<file path="src/rtl/debounce_pkg.sv">
// Shared constants, repeat-engine state type and sizing helper for the
// multi-channel push-button conditioner.
package debounce_pkg;

    localparam int DEF_STABLE_CYCLES = 1000;
    localparam int DEF_SYNC_STAGES   = 2;
    localparam int DEF_RPT_DELAY     = 50_000_000;
    localparam int DEF_RPT_PERIOD    = 10_000_000;

    typedef enum logic [1:0] {
        RPT_IDLE   = 2'd0,
        RPT_DELAY  = 2'd1,
        RPT_REPEAT = 2'd2
    } rpt_state_t;

    function automatic int max_int(input int a, input int b);
        if (a > b) begin
            return a;
        end else begin
            return b;
        end
    endfunction

endpackage

</file>
<file path="src/rtl/debounce_ch.sv">
// One button channel: input synchroniser, consecutive-stable filter with
// edge pulses, and a hold-to-repeat engine.
module debounce_ch
    import debounce_pkg::*;
#(
    parameter int STABLE_CYCLES = DEF_STABLE_CYCLES,
    parameter int SYNC_STAGES   = DEF_SYNC_STAGES,
    parameter int RPT_DELAY     = DEF_RPT_DELAY,
    parameter int RPT_PERIOD    = DEF_RPT_PERIOD,
    localparam int CNT_W        = $clog2(STABLE_CYCLES + 1),
    localparam int RPT_W        = $clog2(max_int(RPT_DELAY, RPT_PERIOD) + 1)
) (
    input  logic clk,
    input  logic rst_n,
    input  logic btn_in,
    input  logic rpt_en,
    output logic btn_level,
    output logic btn_rise,
    output logic btn_fall,
    output logic btn_rpt
);

    logic [SYNC_STAGES-1:0] sync_r;
    logic                   sync_s;
    logic [CNT_W-1:0]       cnt_r;
    logic [CNT_W-1:0]       cnt_nxt_s;
    logic                   level_r;
    logic                   level_nxt_s;
    logic                   flip_s;
    logic                   rise_evt_s;
    logic                   fall_evt_s;
    logic                   rise_r;
    logic                   fall_r;

    rpt_state_t             state_r;
    rpt_state_t             state_nxt_s;
    logic [RPT_W-1:0]       rcnt_r;
    logic [RPT_W-1:0]       rcnt_nxt_s;
    logic                   rpt_r;
    logic                   rpt_nxt_s;

    assign sync_s     = sync_r[SYNC_STAGES-1];
    assign rise_evt_s = flip_s & ~level_r;
    assign fall_evt_s = flip_s &  level_r;

    assign btn_level  = level_r;
    assign btn_rise   = rise_r;
    assign btn_fall   = fall_r;
    assign btn_rpt    = rpt_r;

    // Stability filter: count consecutive disagreements, flip on the last one.
    always_comb begin
        cnt_nxt_s   = cnt_r;
        level_nxt_s = level_r;
        flip_s      = 1'b0;
        if (sync_s == level_r) begin
            cnt_nxt_s = {CNT_W{1'b0}};
        end else if (cnt_r == CNT_W'(STABLE_CYCLES - 1)) begin
            cnt_nxt_s   = {CNT_W{1'b0}};
            level_nxt_s = ~level_r;
            flip_s      = 1'b1;
        end else begin
            cnt_nxt_s = cnt_r + CNT_W'(1);
        end
    end

    // Synchroniser chain, filter state and registered edge pulses.
    always_ff @(posedge clk) begin
        if (!rst_n) begin
            sync_r  <= {SYNC_STAGES{1'b0}};
            cnt_r   <= {CNT_W{1'b0}};
            level_r <= 1'b0;
            rise_r  <= 1'b0;
            fall_r  <= 1'b0;
        end else begin
            sync_r  <= {sync_r[SYNC_STAGES-2:0], btn_in};
            cnt_r   <= cnt_nxt_s;
            level_r <= level_nxt_s;
            rise_r  <= rise_evt_s;
            fall_r  <= fall_evt_s;
        end
    end

    // Repeat engine next state. Entering DELAY on the flip edge itself puts
    // the first pulse exactly RPT_DELAY cycles after the rise pulse; an
    // IDLE channel that is already held re-arms when rpt_en returns.
    always_comb begin
        state_nxt_s = state_r;
        rcnt_nxt_s  = rcnt_r;
        rpt_nxt_s   = 1'b0;
        case (state_r)
            debounce_pkg::RPT_IDLE: begin
                rcnt_nxt_s = {RPT_W{1'b0}};
                if (rpt_en && !fall_evt_s && (rise_evt_s || level_r)) begin
                    state_nxt_s = debounce_pkg::RPT_DELAY;
                end else begin
                    state_nxt_s = debounce_pkg::RPT_IDLE;
                end
            end
            debounce_pkg::RPT_DELAY: begin
                if (fall_evt_s || !rpt_en) begin
                    state_nxt_s = debounce_pkg::RPT_IDLE;
                    rcnt_nxt_s  = {RPT_W{1'b0}};
                end else if (rcnt_r == RPT_W'(RPT_DELAY - 1)) begin
                    state_nxt_s = debounce_pkg::RPT_REPEAT;
                    rcnt_nxt_s  = {RPT_W{1'b0}};
                    rpt_nxt_s   = 1'b1;
                end else begin
                    rcnt_nxt_s = rcnt_r + RPT_W'(1);
                end
            end
            debounce_pkg::RPT_REPEAT: begin
                if (fall_evt_s || !rpt_en) begin
                    state_nxt_s = debounce_pkg::RPT_IDLE;
                    rcnt_nxt_s  = {RPT_W{1'b0}};
                end else if (rcnt_r == RPT_W'(RPT_PERIOD - 1)) begin
                    rcnt_nxt_s = {RPT_W{1'b0}};
                    rpt_nxt_s  = 1'b1;
                end else begin
                    rcnt_nxt_s = rcnt_r + RPT_W'(1);
                end
            end
            default: begin
                state_nxt_s = debounce_pkg::RPT_IDLE;
                rcnt_nxt_s  = {RPT_W{1'b0}};
            end
        endcase
    end

    // Repeat engine state register and registered repeat pulse.
    always_ff @(posedge clk) begin
        if (!rst_n) begin
            state_r <= debounce_pkg::RPT_IDLE;
            rcnt_r  <= {RPT_W{1'b0}};
            rpt_r   <= 1'b0;
        end else begin
            state_r <= state_nxt_s;
            rcnt_r  <= rcnt_nxt_s;
            rpt_r   <= rpt_nxt_s;
        end
    end

endmodule

</file>
<file path="src/rtl/multi_debounce.sv">
// N-channel push-button conditioner: independent debounce_ch instances
// sharing clock, reset and the global repeat enable.
module multi_debounce
    import debounce_pkg::*;
#(
    parameter int N_CH          = 5,
    parameter int STABLE_CYCLES = DEF_STABLE_CYCLES,
    parameter int SYNC_STAGES   = DEF_SYNC_STAGES,
    parameter int RPT_DELAY     = DEF_RPT_DELAY,
    parameter int RPT_PERIOD    = DEF_RPT_PERIOD
) (
    input  logic            clk,
    input  logic            rst_n,
    input  logic [N_CH-1:0] btn_in,
    input  logic            rpt_en,
    output logic [N_CH-1:0] btn_level,
    output logic [N_CH-1:0] btn_rise,
    output logic [N_CH-1:0] btn_fall,
    output logic [N_CH-1:0] btn_rpt
);

    for (genvar i = 0; i < N_CH; i++) begin : g_ch
        debounce_ch #(
            .STABLE_CYCLES (STABLE_CYCLES),
            .SYNC_STAGES   (SYNC_STAGES),
            .RPT_DELAY     (RPT_DELAY),
            .RPT_PERIOD    (RPT_PERIOD)
        ) u_ch (
            .clk       (clk),
            .rst_n     (rst_n),
            .btn_in    (btn_in[i]),
            .rpt_en    (rpt_en),
            .btn_level (btn_level[i]),
            .btn_rise  (btn_rise[i]),
            .btn_fall  (btn_fall[i]),
            .btn_rpt   (btn_rpt[i])
        );
    end

endmodule

</file>
<file path="config.mk">
export PLATFORM = sky130hd
export DESIGN_NAME = multi_debounce
export DESIGN_NICKNAME = d
export VERILOG_FILES = /design/src/rtl/debounce_pkg.sv /design/src/rtl/debounce_ch.sv /design/src/rtl/multi_debounce.sv
export SDC_FILE = /design/constraint.sdc
export NUM_CORES = 1
export LEC_CHECK = 0
export CAP_MARGIN = 20
export CORE_MARGIN = 2
export CORE_UTILIZATION = 50
export DETAILED_ROUTE_END_ITERATION = 7
export GPL_TIMING_DRIVEN = 0
export PLACE_DENSITY = 0.67
export SKIP_CTS_REPAIR_TIMING = 1
export SLEW_MARGIN = 20
export SYNTH_ARGS = -nofsm -noshare
export SYNTH_HDL_FRONTEND = slang
export SYNTH_HIERARCHICAL = 1
export SYNTH_SLANG_ARGS = --single-unit
</file>
<file path="constraint.sdc">
create_clock -name clk -period 2.9 [get_ports clk]
set_input_delay 0.87 -clock clk [delete_from_list [all_inputs] [get_ports clk]]
set_output_delay 0.87 -clock clk [all_outputs]
set_load 0.05 [all_outputs]
</file>
==> results.txt <==
Routability cong.: 0.799
Final period util: 0.893
Die Width: 144 µm
DRC viols: 0
RSZ-0062 raised after global routing: false
Hold WC Path Type: reg -> reg
Via count: 7320
Rel. slew slack: 0.470
Mapped Area: 9860 µm²
CTS Root Cell: clkbuf_16
Nets: 1178
Max incr delay on CP: 820 ps
Fillers: 1769
Detailed Place HPWL: 11900 µm
Crit path max fanout: 4
Die Area: 20900 µm²
Post-synth cell types: 43
Avg Cell Area, Syn: 9.03 µm²
First-pass DRT Iterations: 5
Antenna cells: 0
# rows: 51
Yosys warnings: 6
Arr. time, crit path: 1720 ps
Most frequent cells in the layout: nor2_1 (241), dfxtp_1 (220), xor2_1 (97), nand2_1 (71), xnor2_1 (63)
Final ANT Viol Nets: 0
Initial Util: 0.508
Max Slew Vio Count: 0
Setup_tns: 0 ps
Worst-case clock buffer depth: 3
Post-synthesis sequential area ratio: 0.447
Worst-Skew Late Latency: 510 ps
Largest net degree at the start of global routing: 38
Number of port buffers: 27
Post-synth EDFFs: 0
Power consumption: 6.52 mW
CP required: 2030 ps
Sequential standard cell area: 4400 µm²
Worst path cell trace: clkdlybuf4s50_1
Commonest non-fill, non-tap cell in the layout: nor2_1
Crit path buf inv count: 1
# clock sinks: 220
WS Path Type: reg -> out
Cells after Synth: 1092
Crit. End Element: output port
Total GRT Usage: 0.177
Setup crit start kind: register
Die Y: 144 µm
1st-iter DRT viols: 313
Max-cap violations: 0
Hold Vio Cnt, Final: 0
Global route overflow: 0
Pwr Density: 573 nW/µm²
Syn Nets: 1125
Core Util, Final: 0.586
First-pass GRT wire length: 31400 µm
Seq cells post-synth: 220
CTS Buf Count: 24
Area of the multi-input gates: 5220 µm²
Detailed-route wire length per cell: 12.5 µm
Status: complete, no violations
Share of layout cells above drive strength 1: 0.0653
H-Tree Level Count: 1
Synth async-reset ratio: 0
Leak: 3.66 nW
Vias per cell: 5.13
Slew @ Worst Pin: 789 ps
Drt total wl: 17900 µm
Setup WS pre-CTS: 119 ps
CORE AREA: 19400 µm²
Clk pin slew, worst setup/hold paths: 60 ps
Vias in the first global route: 6908
Minimum clock period: 2590 ps
Skew final: 13.7 ps
Slowest CP cell: clkdlybuf4s50_1
Peak VDD IR: 0.000457 V
P&R area growth vs syn: 15.3%
Initial antenna violation count: 0
CTS tree: done
Top Family by Delay on Critical Path: buffers and inverters
Finish-stage setup viols: 0
Fmax: 0.386 GHz
Dominant synthesized flop cell: dfxtp_1
Final worst slack: 309 ps
I/O pin total: 28
==> Yosys cell counts, drive strengths merged (16+ instances only) <==
| master | n | area [µm²] |
|---|---|---|
| nor2 | 241 | 905 |
| dfxtp | 220 | 4400 |
| xor2 | 97 | 850 |
| nand2 | 71 | 267 |
| xnor2 | 63 | 552 |
| nand3 | 60 | 300 |
| nand4 | 51 | 319 |
| and3 | 35 | 219 |
| nor3 | 32 | 160 |
| ha | 25 | 313 |
| inv | 24 | 90.1 |
| and2 | 16 | 100 |
| nor2b | 16 | 100 |
==> final cells by class <==
class	count	share of cell area
Multi-Input combinational cell	829	0.459
Sequential cell	220	0.387
Clock buffer	30	0.0602
Tap cell	265	0.0292
Timing Repair Buffer	27	0.0233
Clock inverter	14	0.0201
Buffer	19	0.0133
Inverter	24	0.00792
==> kinds of logic after synthesis <==
group	count (synthesis)	share of synthesized area
buf+inv	43	0.0245
fa+ha+maj	25	0.0317
mux	5	0.00508
xor+xnor	160	0.142
compound gates	39	0.0373
simple gates	600	0.313
flops	220	0.447
==> sequential cells by signal, summed over array words and instances (netlist names) <==
name / flops
g_ch.u_ch/btn_rpt: 5
g_ch.u_ch/btn_fall: 5
g_ch.u_ch/state_r: 10
g_ch.u_ch/sync_r: 10
g_ch.u_ch/btn_level: 5
g_ch.u_ch/cnt_r: 50
g_ch.u_ch/rcnt_r: 130
g_ch.u_ch/btn_rise: 5
==> report_power, final <==
| part | total, mW | switching [mW] | internal (mW) |
|---|---|---|---|
| Sequential | 3.03 | 0.00433 | 3.03 |
| Combinational | 0.0488 | 0.0289 | 0.0198 |
| Clock | 3.43 | 1.23 | 2.21 |
==> worst paths after layout <==
kind / startpoint / endpoint / slack [ps] / depth (start not counted)
worst min-delay path: g_ch[1].u_ch/sync_r[0] / g_ch[1].u_ch/sync_r[1] / 430 / 1
worst max register to register: g_ch[4].u_ch/rcnt_r[0] / g_ch[4].u_ch/rcnt_r[9] / 410 / 9
worst min register to register: g_ch[1].u_ch/sync_r[0] / g_ch[1].u_ch/sync_r[1] / 430 / 1
worst max-delay path: g_ch[1].u_ch/btn_level / btn_level[1] / 310 / 1
==> per-stage QoR <==
stage                     instance area (µm²)  hold slack [ps]  instances
after floorplan                          9860              412       1092
after detailed placement                10500              417       1384
after global placement                  10500              418       1384
final                                   11400              429       1428
after CTS                               11400              428       1428
after global routing                    11400              439       1428
==> per-layer routing <==
metal | track usage | up-vias | routed length, µm
met5 | 0 | - | 0
met4 | 0.0424 | 0 | 375
met3 | 0.0298 | 29 | 603
met2 | 0.294 | 91 | 8130
met1 | 0.242 | 3352 | 8750
li1 | - | 3848 | -
Power figures use the tool's default switching activity.
